File: config.mk
export PLATFORM = sky130hd
export DESIGN_NAME = tusca_uc
export DESIGN_NICKNAME = d
export VERILOG_FILES = /design/src/rtl/tusca_uc.sv
export SDC_FILE = /design/constraint.sdc
export NUM_CORES = 1
export LEC_CHECK = 0
export ABC_CLOCK_PERIOD_IN_PS = 4300
export BUFFER_PORTS_ARGS = -buffer_cell sky130_fd_sc_hd__buf_2
export CAP_MARGIN = 20
export CORE_AREA = 2 2 39 41
export DETAILED_ROUTE_END_ITERATION = 10
export DIE_AREA = 0 0 41 43
export GPL_TIMING_DRIVEN = 0
export PLACE_DENSITY = 0.7
export SLEW_MARGIN = 15
export SYNTH_ARGS = -nofsm -noshare
export SYNTH_HDL_FRONTEND = slang
export SYNTH_SLANG_ARGS = --single-unit
export TNS_END_PERCENT = 30
File: constraint.sdc
create_clock -name clock -period 4.3 [get_ports clock]
set_input_delay 0.215 -clock clock [delete_from_list [all_inputs] [get_ports clock]]
set_output_delay 0.215 -clock clock [all_outputs]
set_load 0.02 [all_outputs]
File: src/rtl/tusca_uc.sv
// tusca_uc: TUSCA control unit sequencing config load and the measure/actuate/wait loop.
// Optional measurement timeout with retry enabled by defining TUSCA_UC_TIMEOUT_EN.
module tusca_uc #(
    parameter int MAX_TENTATIVAS = 3,
    parameter int TIMEOUT_MEDIDA = 50_000_000
) (
    input  logic       clock,
    input  logic       reset,
    input  logic       ligar,
    input  logic       solicita_config,
    input  logic       pronto_medida,
    input  logic       pronto_config,
    input  logic       erro_config,
    input  logic       fim_delay,
    output logic       medir_dht11,
    output logic       receber_config,
    output logic       zera_delay,
    output logic       conta_delay,
    output logic       gira,
    output logic       erro,
    output logic       ativo,
    output logic [3:0] db_estado
);
    localparam int TW = $clog2(MAX_TENTATIVAS + 1);

    if (MAX_TENTATIVAS < 1 || TIMEOUT_MEDIDA < 2) begin : g_bad_params
        $error("tusca_uc: MAX_TENTATIVAS must be >= 1 and TIMEOUT_MEDIDA >= 2");
    end

    typedef enum logic [3:0] {
        INICIAL       = 4'h0,
        PREPARA       = 4'h1,
        CONFIG        = 4'h2,
        REPETE_CONFIG = 4'h3,
        MEDE          = 4'h4,
        ESPERA_MEDIDA = 4'h5,
        ATUALIZA      = 4'h6,
        ZERA_DELAY    = 4'h7,
        ESPERA_DELAY  = 4'h8,
        ERRO          = 4'hF
    } state_t;

    state_t state, next;
    logic [TW-1:0] tent, tent_next, tent_inc;
    logic tent_max;

    // saturating retry count; tent_max flags that this failure exhausts the retries
    assign tent_inc = (tent == TW'(MAX_TENTATIVAS)) ? tent : tent + 1'b1;
    assign tent_max = tent_inc == TW'(MAX_TENTATIVAS);

`ifdef TUSCA_UC_TIMEOUT_EN
    localparam int CW = $clog2(TIMEOUT_MEDIDA);
    logic [CW-1:0] tmo;
    logic expira;
    assign expira = tmo == CW'(TIMEOUT_MEDIDA - 1);
    always_ff @(posedge clock or negedge reset)
        if (!reset) tmo <= '0;
        else tmo <= (state == ESPERA_MEDIDA) ? tmo + 1'b1 : '0;
`endif

    always_ff @(posedge clock or negedge reset)
        if (!reset) begin
            state <= INICIAL;
            tent  <= '0;
        end else begin
            state <= next;
            tent  <= tent_next;
        end

    always_comb begin
        next      = state;
        tent_next = tent;
        case (state)
            INICIAL:       if (ligar) next = PREPARA;
            PREPARA: begin
                next      = CONFIG;
                tent_next = '0;
            end
            CONFIG:
                if (pronto_config && !erro_config) begin
                    next      = MEDE;
                    tent_next = '0;
                end else if (pronto_config) begin
                    tent_next = tent_inc;
                    next      = tent_max ? ERRO : REPETE_CONFIG;
                end
            REPETE_CONFIG: next = CONFIG;
            MEDE:          next = ESPERA_MEDIDA;
            ESPERA_MEDIDA:
                if (pronto_medida) begin
                    next      = ATUALIZA;
                    tent_next = '0;
                end
`ifdef TUSCA_UC_TIMEOUT_EN
                else if (expira) begin
                    tent_next = tent_inc;
                    next      = tent_max ? ERRO : MEDE;
                end
`endif
            ATUALIZA:      next = ZERA_DELAY;
            ZERA_DELAY:    next = ESPERA_DELAY;
            ESPERA_DELAY:  next = fim_delay ? MEDE : solicita_config ? PREPARA : ESPERA_DELAY;
            ERRO:          next = ERRO;
            default:       next = INICIAL;
        endcase
        if (!ligar) next = INICIAL;
    end

    assign medir_dht11    = state == MEDE;
    assign receber_config = state == CONFIG;
    assign zera_delay     = state == PREPARA || state == ZERA_DELAY;
    assign conta_delay    = state == ESPERA_DELAY;
    assign gira           = state == ATUALIZA;
    assign erro           = state == ERRO;
    assign ativo          = state != INICIAL && state != ERRO;
    assign db_estado      = state;
endmodule

==> run metrics, run 1 <==
Synth Area in Compound Gates=0.273; Worst Hold End=db_estado[1]$_DFFE_PN0P_; Routed WL=1270 um; DR DRC count=0; final setup fails=0; CTS H-tree lvls=1; WL per Instance=~12 um; hold depth=3; Layout fillers=between 100 and 150; post-synthesis async set-or-reset flop share=1.00; Clock Pin Slew Worst Setup and Hold Paths=0.05 ns; Hold Path Origin=ligar; number of enable flip-flop cells after synthesis=0; DP Area=624 um2; status=complete, no violations; Post-Synth Simple-Gate Area=0.321; Slew HR=0.750; Die Y=about 43 um; clock sink total=6; clock buffer depth=2; maxcap violations=0; Peak VDD IR=0.214 mV; Syn. warnings=0; Pleak=~0.32 nW; max frequency=about 0.55 GHz; grt total ovfl=0; Area Overhead vs Synth=27.7%; ant diodes=0; critical path arrival=1.62 ns; R2R cell count=5; total iterations of the first detailed-routing run=4; Skew-Pair Late Insertion Delay=roughly 0.25 ns; post-synth cell types=33; Setup Fix Bufs, Post-CTS=0; worst-path fanout max=10; Iter 0 DRT Violations=17; RSZ-0062 raised after global routing=no; number of global-route vias before repair=450; final hold vios=0; I/O Pins=19; Synth Area in XOR/XNOR=0; clk_skew=0.00723 ns; post-route ant nets=0; endpoint of the worst register-to-register path=tent[0]$_DFFE_PN0P_; Final Net Count=97; CTS buffer count=3; row count=14; Final Max Tran Viols=0; minimum clock period=1.83 ns; cells after synthesis=65; Cell Area, Synth=514 um2; CP startpoint kind=flip-flop; layout cells sized above 1=0.333; worst r2r src=db_estado[0]$_DFFE_PN0P_; Worst EP required=4.09 ns; largest family of logic cells by synthesized area=simple AND/OR/NAND/NOR gates; All-Layer GR Usage=0.172; storage element area=approximately 150 um2; syn avg cell area=7.91 um2; Final Cycle Share=0.426; CTS tree=done; hold_ws=0.259 ns; Core ar.=1380 um2; setup TNS=0 ns; multiplexer area fraction after synthesis=0.0219; cell area after layout=around 660 um2; Crit Path Class=reg -> out; footprint of the multi-input gates=317 um2; Worst Tran Pin Value=0.370 ns; first-pass GRT wire length=1970 um; die area=roughly 1800 um2; most common flop cell mapped by yosys=dfrtp_1; Detail Placement HPWL=989 um; Pwr Total=about 280 uW; CTS root buffer=clkbuf_4; syn nets=73; hold crit path type=in -> reg; Seq/Total Area, Yosys=0.292; Post-Synth Adder-Cell Area=0; flops & latches, synth=6; Initial Util=0.372; PwrDens=429 nW/um2; R2R Setup Slk=around 2.7 ns; die span in x=41 um; via count=565; CP Capture Type=primary output; largest net degree at the start of global routing=11; Via density=5.49; global placement routability congestion=0.863; initial antenna violation count=0; PortBufs=18
[Yosys cell counts, types with 2 or more instances]
library cell  n  area, um2
inv_1         5       18.8
o21ai_0       5       25.0
nor2_1        3       11.3
a211oi_1      2       15.0
and3_1        2       12.5
a21oi_1       5       25.0
dfrtp_1       6        150
nand2_1       6       22.5
nand2b_1      2       12.5
clkbuf_1      2       7.51
buf_2         2       10.0
nor2b_1       2       12.5
nand3_1       3       15.0
[critical path: stages, from the launching register on]
cell      delay [ns]
dfrtp_1         0.41
clkbuf_1        0.34
inv_1           0.22
nor2_1          0.18
a21oi_1         0.05
buf_2           0.17
[cell type report]
cell class | instances | area share
sequential | 6 | 0.229
multi-input combinational | 49 | 0.482
timing repair buffer | 19 | 0.152
clock buffer | 3 | 0.0343
inverter | 5 | 0.0286
buffer | 5 | 0.0438
tap | 16 | 0.0305
[layer usage]
layer,vias to the layer above,global-route usage,part of all wire
met2,26,0.225,0.46
met5,-,0,0
met3,0,0.0785,0.077
met1,255,0.233,0.46
met4,0,0.0800,0
li1,284,-,-
[stage by stage]
| stage | instances | utilization | setup WS [ns] |
|---|---|---|---|
| after floorplan | 65 | - | 2.50 |
| after global placement | 99 | 0.451 | 2.68 |
| after detailed placement | 99 | 0.451 | 2.68 |
| after CTS | 103 | 0.475 | 2.48 |
| after global routing | 103 | 0.475 | 2.35 |
| final | 103 | 0.475 | 2.47 |
[sequential cells by signal (all words and copies together) (netlist names)]
register   count
db_estado      4
tent           2
[worst max-delay path by stage]
stage          depth (start not counted)                startpoint             endpoint
2_1_floorplan                          3  db_estado[0]$_DFFE_PN0P_          medir_dht11
3_3_place_gp                           5  db_estado[0]$_DFFE_PN0P_  tent[0]$_DFFE_PN0P_
3_5_place_dp                           5  db_estado[0]$_DFFE_PN0P_  tent[0]$_DFFE_PN0P_
4_1_cts                                5  db_estado[3]$_DFFE_PN0P_                ativo
5_1_grt                                5  db_estado[3]$_DFFE_PN0P_                ativo
6_report                               5  db_estado[3]$_DFFE_PN0P_                ativo
[kinds of logic (layout without fill, tap and decap cells)]
kind of cell,Yosys count,count (layout)
buffers and inverters,10,32
DFF,6,6
muxes,1,1
AOI/OAI and AO/OA,21,21
and+or+nand+nor,27,27
[layout by cell type, fill, tap and decap left out, types with 2 or more instances in the layout]
cell / n
a211oi_1: 2
a21oi_1: 5
and3_1: 2
buf_2: 20
clkbuf_1: 2
clkbuf_4: 3
dfrtp_1: 6
inv_1: 5
nand2_1: 6
nand2b_1: 2
nand3_1: 3
nor2_1: 3
nor2b_1: 2
o21ai_0: 5
[power breakdown]
| group | switching (mW) | internal, mW |
|---|---|---|
| logic | 0.0856 | 0.0601 |
| clock network | 0.0206 | 0.0316 |
| registers | 0.0130 | 0.0709 |
[timing repair]
item,CTS,global route
gates resized for setup,0,0
endpoints found under the hold margin,6,0
hold buffers,1,0
No activity file was read; power rests on OpenSTA's default activity.
==> run 2, diff against run 1 <==
ABC_AREA = 1   (was default)
ABC_CLOCK_PERIOD_IN_PS = 1700   (was 4300)
clock period = 1.7 ns   (was 4.3 ns; I/O delays follow)
==> run metrics, run 2 <==
status=complete, no violations; CP startpoint kind=flip-flop; Skew-Pair Late Insertion Delay=between 0.2 and 0.25 ns; sw frac=0.505; Final Max Tran Viols=0; global placement routability congestion=~0.79; PortBufs=18; critical path depth=5; Worst Hold End=db_estado[3]$_DFFE_PN0P_; R2R cell count=8; via count=approximately 590; cells after synthesis=91; Routed WL=between 1000 and 1500 um; Syn. warnings=0; number of enable flip-flop cells after synthesis=0; Slew HR=0.825; storage element area=150 um2; minimum clock period=1.43 ns; hold depth=4; endpoint of the worst register-to-register path=tent[1]$_DFFE_PN0P_; Resized cells post-CTS=0; top cells by count, synth=nand2_1 (28), nor2_1 (16), inv_1 (12); total iterations of the first detailed-routing run=4; Seq/Total Area, Yosys=0.291; Synth top area share=0.291; syn nets=99; Clock Power Share=0.145; Worst Path Buf+Inv=3; Peak VDD IR=0.758 mV; Area contributors post-synth=dfrtp_1 (29%), nand2_1 (20%), nor2_1 (12%); Comb power frac=0.575; Worst EP required=1.62 ns; hold_ws=0.147 ns; CTS H-tree lvls=1; Largest delay share family, worst path=flip-flops; Final Net Count=roughly 120; setup TNS=0 ns; Post-Synth Simple-Gate Area=0.481; final hold vios=0; Max stage delay on crit path=0.45 ns; ant diodes=0; clk_skew=between 0.003 and 0.004 ns; Final Cycle Share=0.840; CTS root buffer=clkbuf_4; clock sink total=6; initial antenna violation count=0; I/O Pins=19; Pleak=0.402 nW; Layout fillers=150; most used cell, CP=inv_1; Crit Path Class=reg -> out; Core Util, Final=0.476; die span in x=41 um; sw power=443 uW; Detail Placement HPWL=979 um; largest family of logic cells by synthesized area=simple AND/OR/NAND/NOR gates; RSZ-0062 raised after global routing=no; Synth Area in XOR/XNOR=0; worst r2r src=db_estado[2]$_DFFE_PN0P_; die area=1760 um2; Synth Area in Compound Gates=0.0971; Iter 0 DRT Violations=11; CP Capture Type=primary output; critical path arrival=1.34 ns; syn avg cell area=approximately 5.7 um2; final setup fails=0; Crit. Startpoint=db_estado[2]$_DFFE_PN0P_; hold crit path type=in -> reg; Clock Pin Slew Worst Setup and Hold Paths=0.04 ns; commonest non-fill, non-tap cell in the layout=nand2_1; Die Y=approximately 43 um; CP cell instances=nor2_1 > inv_1 > o22ai_1 > inv_1 > buf_2; multiplexer area fraction after synthesis=0; R2R Setup Slk=around 0.36 ns; Largest register FFs=4; layout cells sized above 1=0.283; Worst Tran Pin Value=0.262 ns; row count=14; CP max-delay cell=dfrtp_1; Area Overhead vs Synth=27.7%; first-pass GRT wire length=around 1900 um; final worst slack=0.272 ns; dominant cell type by area after synthesis=dfrtp_1; post-synth cell types=16; post-route ant nets=0; footprint of the multi-input gates=298 um2; clock buffer depth=2; worst-path fanout max=8; post-synthesis async set-or-reset flop share=1.00; Cell Area, Synth=515 um2; CTS tree=done; Seq pwr share=0.280; number of global-route vias before repair=509; Via density=4.59; DR DRC count=0; flops & latches, synth=6; Hold Path Origin=solicita_config; Cell Int Power=435 uW; grt total ovfl=0; PwrDens=around 1300 nW/um2; most common flop cell mapped by yosys=dfrtp_1; WL per Instance=9.02 um; All-Layer GR Usage=0.159; max frequency=0.701 GHz; Post-Synth Adder-Cell Area=0; Core ar.=~1400 um2; Initial Util=0.373; most frequent cells in the layout=nand2_1 (28), buf_2 (18), nor2_1 (16); largest net degree at the start of global routing=9; maxcap violations=0; Post-Place Worst Slack=0.378 ns; CTS buffer count=3; most frequent cell after synthesis=nand2_1
run 2: layer usage:
metal | global-route usage | vias to the layer above | share of wire
li1 | - | 325 | -
met1 | 0.224 | 246 | 0.48
met2 | 0.222 | 19 | 0.45
met3 | 0.0314 | 2 | 0.054
met4 | 0.0800 | 0 | 0.012
met5 | 0 | - | 0
run 2: worst register-to-register path: stages, from the launching register on:
cell	delay [ns]
dfrtp_1	0.45
nor2_1	0.21
inv_1	0.12
nor2_4	0.13
inv_2	0.05
o21ai_1	0.06
nand2_1	0.07
nand2_1	0.06
nand2_1	0.06
run 2: timing repair:
item / CTS / global route
hold buffers: 1 / 0
setup buffers: 0 / 0
endpoints found under the hold margin: 6 / 0
setup endpoints to repair: 0 / 0
run 2: worst max path at each step:
| stage | slack (ns) | to |
|---|---|---|
| after floorplan | 0.26 | db_estado[1]$_DFFE_PN0P_ |
| after global placement | 0.38 | tent[1]$_DFFE_PN0P_ |
| after detailed placement | 0.38 | tent[1]$_DFFE_PN0P_ |
| after CTS | 0.26 | ativo |
| after global routing | 0.14 | ativo |
| final | 0.27 | ativo |
run 2: cell type report:
cell class	count	share of cell area
inverter	18	0.103
multi-input combinational	67	0.452
clock buffer	3	0.0342
tap	16	0.0304
sequential	6	0.228
timing repair buffer	19	0.152
run 2: power groups by stage:
stage	Combinational (mW)	Clock, mW	Sequential (mW)
final	0.505	0.127	0.246
after global routing	0.574	0.139	0.255
after CTS	0.509	0.136	0.246
after detailed placement	0.505	0	0.249
after global placement	0.503	0	0.245
after floorplan	0.351	0	0.266
run 2: kinds of logic after synthesis:
family / after synthesis
AO/OA/AOI/OAI: 9
flip-flops: 6
AND/OR/NAND/NOR: 58
buffers and inverters: 18
run 2: per-stage QoR:
step / total power [mW] / instance area (um2) / instances
CTS: 0.891 / 658 / 129
floorplan: 0.617 / 515 / 91
finish: 0.878 / 658 / 129
global placement: 0.748 / 626 / 125
global route: 0.968 / 658 / 129
detailed placement: 0.754 / 626 / 125
==> run 3, diff against run 2 <==
ABC_CLOCK_PERIOD_IN_PS = 1500   (was 1700)
clock period = 1.5 ns   (was 1.7 ns; I/O delays follow)
==> run metrics, run 3 (synthesis gave the netlist of run 2 again) <==
critical path arrival=between 1 and 1.5 ns; Peak VDD IR=between 0.8 and 0.9 mV; CTS buffer count=3; Final Max Tran Viols=0; Die Y=roughly 43 um; clock buffer depth=2; ant diodes=0; global placement routability congestion=a little under 0.8; CP startpoint kind=flip-flop; CTS H-tree lvls=1; Final Cycle Share=0.920; clock sink total=6; final setup fails=0; Via density=approximately 4.6; hold crit path type=in -> reg; row count=14; Clock Pin Slew Worst Setup and Hold Paths=~0.04 ns; die span in x=between 40 and 50 um; Initial Util=0.373; Core Util, Final=0.478; Pwr Total=998 uW; initial antenna violation count=0; Final Net Count=approximately 120; maxcap violations=0; status=complete, no violations; Slew HR=0.820; number of global-route vias before repair=509; PwrDens=1510 nW/um2; Core ar.=1380 um2; post-route ant nets=0; Iter 0 DRT Violations=10; Area Overhead vs Synth=28.4%; Detail Placement HPWL=a little under 1000 um; die area=1760 um2; Worst EP required=approximately 1.4 ns; clk_skew=0.00215 ns; CTS tree=done; CTS root buffer=clkbuf_4; hold_ws=0.135 ns; worst-path fanout max=8; Worst Tran Pin Value=0.269 ns; most frequent cells in the layout=nand2_1 (28), buf_2 (18), nor2_1 (15); Crit Path Class=reg -> out; Pleak=between 0.4 and 0.5 nW; PortBufs=18; DR DRC count=0; Skew-Pair Late Insertion Delay=0.24 ns; All-Layer GR Usage=0.159; commonest non-fill, non-tap cell in the layout=nand2_1; setup TNS=0 ns; RSZ-0062 raised after global routing=no; WL per Instance=between 9 and 10 um; minimum clock period=between 1 and 1.5 ns; total iterations of the first detailed-routing run=4; via count=590; I/O Pins=19; Setup Fix Bufs, Post-CTS=0; CP Capture Type=primary output; layout cells sized above 1=0.301; grt total ovfl=0; Largest register FFs=4; final hold vios=0; Post-Place Worst Slack=0.178 ns; first-pass GRT wire length=roughly 1900 um; max frequency=just over 0.7 GHz; R2R Setup Slk=0.20 ns; final worst slack=0.120 ns; largest net degree at the start of global routing=9; Routed WL=1170 um
-- run 3: worst paths after layout --
kind / startpoint / end / depth (start not counted)
setup reg to reg: db_estado[2]$_DFFE_PN0P_ / db_estado[0]$_DFFE_PN0P_ / 8
min in group asynchronous: reset / db_estado[0]$_DFFE_PN0P_ / 2
hold / removal: solicita_config / db_estado[3]$_DFFE_PN0P_ / 4
max in group asynchronous: reset / db_estado[3]$_DFFE_PN0P_ / 2
setup / recovery: db_estado[2]$_DFFE_PN0P_ / zera_delay / 4
hold reg to reg: tent[0]$_DFFE_PN0P_ / tent[0]$_DFFE_PN0P_ / 2
-- run 3: layout make-up --
cell class | count | area [um2]
fill | 152 | 722
multi-input combinational | 67 | 300
sequential | 6 | 151
timing repair buffer | 19 | 100
inverter | 18 | 67.6
clock buffer | 3 | 22.5
tap | 16 | 20.0
-- run 3: report_power, final --
part	switching (mW)	leakage (nW)	internal [mW]
Sequential	0.0742	0.0796	0.206
Combinational	0.377	0.308	0.198
Clock	0.0529	0.0138	0.0901
Total	0.504	0.401	0.494
-- run 3: timing repair --
item / 4_1_cts / 5_1_grt
hold endpoints to repair: 6 / 0
gates resized for setup: 0 / 2
hold buffers: 1 / 0
setup endpoints to repair: 0 / 3
-- run 3: metrics by stage --
step | instance area (um2) | instances
4_1_cts | 658 | 129
3_3_place_gp | 626 | 125
6_report | 662 | 129
2_1_floorplan | 515 | 91
5_1_grt | 662 | 129
3_5_place_dp | 626 | 125
-- run 3: worst max-delay path, cell delays in order (launching register included) --
cell and delay (ns):
dfrtp_1 0.46, nor2_2 0.18, inv_1 0.11, o22ai_1 0.13, buf_2 0.18
-- run 3: metal layers --
| layer | wire (um) | GRT usage |
|---|---|---|
| met1 | 587 | 0.224 |
| met2 | 519 | 0.222 |
| met3 | 51 | 0.0314 |
| met4 | 14 | 0.0800 |
| met5 | 0 | 0 |
